## config.mk

```make
export PLATFORM = sky130hd
export DESIGN_NAME = regfile
export DESIGN_NICKNAME = d
export VERILOG_FILES = /design/src/rtl/regfile.sv
export SDC_FILE = /design/constraint.sdc
export NUM_CORES = 2
export LEC_CHECK = 0
export CAP_MARGIN = 10
export CORE_MARGIN = 2
export CORE_UTILIZATION = 60
export DETAILED_ROUTE_END_ITERATION = 16
export GPL_TIMING_DRIVEN = 1
export HOLD_SLACK_MARGIN = 0.02
export PLACE_DENSITY_LB_ADDON = 0.12
export SYNTH_ARGS = -nofsm -noshare
export SYNTH_HDL_FRONTEND = slang
export SYNTH_SLANG_ARGS = --single-unit
```

## constraint.sdc

```tcl
create_clock -name clk -period 5 [get_ports clk]
set_clock_uncertainty 0.15 [all_clocks]
set_input_delay 1 -clock clk [delete_from_list [all_inputs] [get_ports clk]]
set_output_delay 1 -clock clk [all_outputs]
set_load 0.01 [all_outputs]
```

## src/rtl/regfile.sv

```systemverilog
// General-purpose register file: two combinational read ports with same-cycle
// write bypass, one synchronous write port, a raw debug read port and a
// counter of committed writes. Register 0 is hardwired to zero.
module regfile #(
  parameter int unsigned DATA_W = 32,
  parameter int unsigned ADDR_W = 5,
  parameter int unsigned NREG   = 32
) (
  input  logic              clk,
  input  logic              rst,
  input  logic              we,
  input  logic [ADDR_W-1:0] w_addr,
  input  logic [DATA_W-1:0] w_data,
  input  logic              re1,
  input  logic [ADDR_W-1:0] r_addr1,
  output logic [DATA_W-1:0] r_data1,
  input  logic              re2,
  input  logic [ADDR_W-1:0] r_addr2,
  output logic [DATA_W-1:0] r_data2,
  input  logic [ADDR_W-1:0] dbg_addr,
  output logic [DATA_W-1:0] dbg_data,
  output logic [31:0]       wr_count
);

  logic [DATA_W-1:0] mem_q [NREG];
  logic [31:0]       wr_count_q;
  logic [31:0]       wr_count_d;
  logic              wr_commit;

  // A write commits only for a non-zero destination; r0 writes are dropped.
  always_comb begin
    wr_commit  = we && (w_addr != '0);
    wr_count_d = wr_count_q;
    if (wr_commit) begin
      wr_count_d = wr_count_q + 32'd1;
    end
  end

  // Array and counter state; reset clears everything without waiting for clk.
  always_ff @(posedge clk or negedge rst) begin
    if (!rst) begin
      for (int i = 0; i < int'(NREG); i++) begin
        mem_q[i] <= '0;
      end
      wr_count_q <= '0;
    end else begin
      if (wr_commit) begin
        mem_q[w_addr] <= w_data;
      end
      wr_count_q <= wr_count_d;
    end
  end

  // Read port 1: reset, enable and r0 force zero; otherwise bypass wins over the array.
  always_comb begin
    r_data1 = '0;
    if (rst && re1 && (r_addr1 != '0)) begin
      if (we && (w_addr == r_addr1)) begin
        r_data1 = w_data;
      end else begin
        r_data1 = mem_q[r_addr1];
      end
    end
  end

  // Read port 2: identical priority to port 1, fully independent.
  always_comb begin
    r_data2 = '0;
    if (rst && re2 && (r_addr2 != '0)) begin
      if (we && (w_addr == r_addr2)) begin
        r_data2 = w_data;
      end else begin
        r_data2 = mem_q[r_addr2];
      end
    end
  end

  // Debug port shows raw array contents only, never the in-flight write.
  always_comb begin
    dbg_data = '0;
    if (rst) begin
      dbg_data = mem_q[dbg_addr];
    end
  end

  assign wr_count = rst ? wr_count_q : 32'd0;

endmodule

```

==> reports/results.tsv <==
stage	metric	value	unit
status	status	finished, final reports clean	
sta	Final setup viols	0	
sta	fin crit share	0.9821	
routing	Avg WL per Cell	35.93	um
global_routing	initial antenna violation count	3	
worst_setup_path	Reg2Reg Setup Slack	2720	ps
synthesis	register area share after synthesis	0.4046	
routing	antenna-violating nets left	0	
sta	worst relative slew slack	0.2397	
sta	final setup TNS	0	ps
routing	WL final	216.3	mm
synthesis	yosys warns	0	
clocking	CTS tree	done	
worst_setup_path	Worst EP required	3850	ps
worst_setup_path	Worst EP arrival	3760	ps
power_and_ir_drop	pwr dens	367.0	mW/mm2
floorplanning	die width	333.9	um
final_layout	Nets	4574	
final_layout	layout cells sized above 1	0.4937	
synthesis	most common cell in the netlist	dfrtp_1	
sta	final hold violations	0	
floorplanning	die footprint	0.1115	mm2
placement	IO Port Bufs	184	
synthesis	library cells used by synthesis	44	
run	number of max-cap violations	0	
synthesis	Synth Register Bits	1056	
clocking	Worst-path clk slew	60	ps
synthesis	Post-synth top cells	dfrtp_1, mux2_2, mux4_2	
sta	Final Critical Period	4910	ps
sta	Hold Slack	270.3	ps
floorplanning	Core Region	0.1084	mm2
clocking	Num CTS Buffers	116	
worst_setup_path	R2R Path Start	wr_count_q[7]$_DFFE_PN0P_	
routing	DRC viols	0	
clocking	clk_lat worst skew	720	ps
placement	dpl cell area	0.07031	mm2
worst_setup_path	CP endpoint kind	output pin	
placement	worst slack, placed	-88.97	ps
power_and_ir_drop	leakage	31.42	nW
placement	gp weighted congestion	0.8878	
global_routing	vias in the first global route	45426	
synthesis	EDFF count, synth	0	
floorplanning	Die H	333.9	um
synthesis	prevailing post-synth register cell	dfrtp_1	
placement	post-detail-place hpwl	133.0	mm
clocking	maximum root-to-sink buffer count	3	
global_routing	largest net degree at the start of global routing	103	
sta	Worst-Margin Slew	1139	ps
routing	DRT Pass-1 Iters	5	
final_layout	post-route cell area	0.07403	mm2
synthesis	post-synth top area share	0.4046	
worst_setup_path	startpoint types	primary input	
synthesis	Syn Nets	4492	
sta	post-layout worst setup margin	89.60	ps
global_routing	total global routing overflow	0	
clocking	clk root buf	clkbuf_16	
worst_setup_path	crit path from	w_addr[1]	
power_and_ir_drop	VDD IR max	0.0003741	V
global_routing	global-route wire length before repair	318.0	mm
worst_setup_path	FF-to-FF End	wr_count_q[31]$_DFFE_PN0P_	
routing	Vias/cell	7.511	
hold_path	worst hold path class	flip-flop to flip-flop	
floorplanning	I/O pin count	185	
worst_setup_path	Crit Path Max Fanout	15	
global_routing	GRT Overall Usage	0.3919	
sta	RSZ-0062 raised after global routing	false	
clocking	H-tree depth	3	
routing	via count	45226	
floorplanning	Starting Density	0.6025	
sta	Max Fclk	0.2037	GHz
synthesis	instance count of the mapped netlist	4434	
final_layout	Area Overhead vs Synth	13.35	%
floorplanning	Rows	121	
synthesis	top cell type by total area after synthesis	dfrtp_1	
clocking	clock tree sinks	1056	
synthesis	Post-Syn Area per Cell	14.73	um2
final_layout	post-layout util	0.6829	
sta	max-slew violation count	0	
synthesis	top cells by area, synth	dfrtp_1, mux4_2, mux2_2	
synthesis	Post-Syn Area	0.06531	mm2
worst_setup_path	CP endpoint	r_data1[16]	
synthesis	Synth async-reset ratio	1.000	
worst_setup_path	critical path class	primary input to output pin	
worst_setup_path	worst r2r path cells	5	
routing	1st-iter DRT viols	5280	
## per-layer routing
layer	global-route usage	wire [um]	vias to the layer above
li1	-	-	17822
met1	0.5435	83320	23968
met2	0.5794	96810	2784
met3	0.1123	25020	642
met4	0.1761	10990	10
met5	0.009553	178	-
## power breakdown
part	internal [mW]	switching [mW]	leakage, nW
combinational	4.19	2.78	16.0
clock	4.86	3.62	1.82
sequential	10.2	1.56	13.6
total	19.2	7.96	31.4
## per-stage QoR
step / instances / power (mW)
after floorplan: 4434 / 16.40
after CTS: 6018 / 27.10
final: 6021 / 27.17
after global routing: 6018 / 28.19
after detailed placement: 5810 / 18.67
after global placement: 5810 / 18.41
## state kept, by name, summed over array words and instances (netlist names)
signal	flops
mem_q	1024
wr_count_q	32
## cell families (layout without fill, tap and decap cells)
logic type      after synthesis  after routing  synth area share
compound gates              360            360           0.04487
xor+xnor                     41             41          0.005498
fa+ha+maj                     1              1         0.0001916
buf+inv                     528            698           0.03594
flops                      1056           1056            0.4046
mux                        2169           2169            0.4882
other cells                   0              3                 0
simple gates                279            279           0.02069
## critical path: stages
cell and delay (ps):
clkdlybuf4s50_1 720, xnor2_1 210, buf_4 200, nand4_1 210, buf_8 310, o221ai_1 200
a21oi_1 300, clkdlybuf4s50_1 590
## cell type report
cell class | instances | area [um2]
Antenna cell | 3 | 7.507
Timing Repair Buffer | 483 | 5210
Sequential cell | 1056 | 26430
Multi-Input combinational cell | 2850 | 36910
Tap cell | 1414 | 1769
Inverter | 9 | 33.78
Fill cell | 7586 | 34370
Clock inverter | 29 | 259.0
Clock buffer | 177 | 3416
## layout by cell type (no fill, tap or decap), drive strengths merged, types with 17 or more instances in the layout
cell type,count
nand2,68
xnor2,24
xor2,17
buf,311
clkbuf,178
a221oi,126
o221ai,27
dfrtp,1056
nor2,87
and2,33
mux2,1030
clkdlybuf4s50,169
clkinv,23
a21oi,31
o211ai,31
mux4,710
nor2b,37
o21a,25
a22oi,60
mux2i,429
o2111a,31
## worst min-delay path by stage
| stage | start | end | slack (ps) | cells after the start |
|---|---|---|---|---|
| 2_1_floorplan | wr_count_q[31]$_DFFE_PN0P_ | wr_count_q[31]$_DFFE_PN0P_ | 280 | 1 |
| 3_3_place_gp | mem_q[1010]$_DFFE_PN0P_ | mem_q[1010]$_DFFE_PN0P_ | 250 | 0 |
| 3_5_place_dp | mem_q[1007]$_DFFE_PN0P_ | mem_q[1007]$_DFFE_PN0P_ | 260 | 0 |
| 4_1_cts | mem_q[1007]$_DFFE_PN0P_ | mem_q[1007]$_DFFE_PN0P_ | 270 | 0 |
| 5_1_grt | mem_q[1007]$_DFFE_PN0P_ | mem_q[1007]$_DFFE_PN0P_ | 280 | 0 |
| 6_report | mem_q[1016]$_DFFE_PN0P_ | mem_q[1016]$_DFFE_PN0P_ | 270 | 0 |
## repair_timing
item | CTS | global route
pin swaps | 1 | 0
buffers inserted | 1 | 0
setup endpoints to repair | 3 | 6
gates resized for setup | 0 | 6
endpoints found under the hold margin | 2 | 0
hold buffers | 1 | 0
No activity file was read; power rests on OpenSTA's default activity.
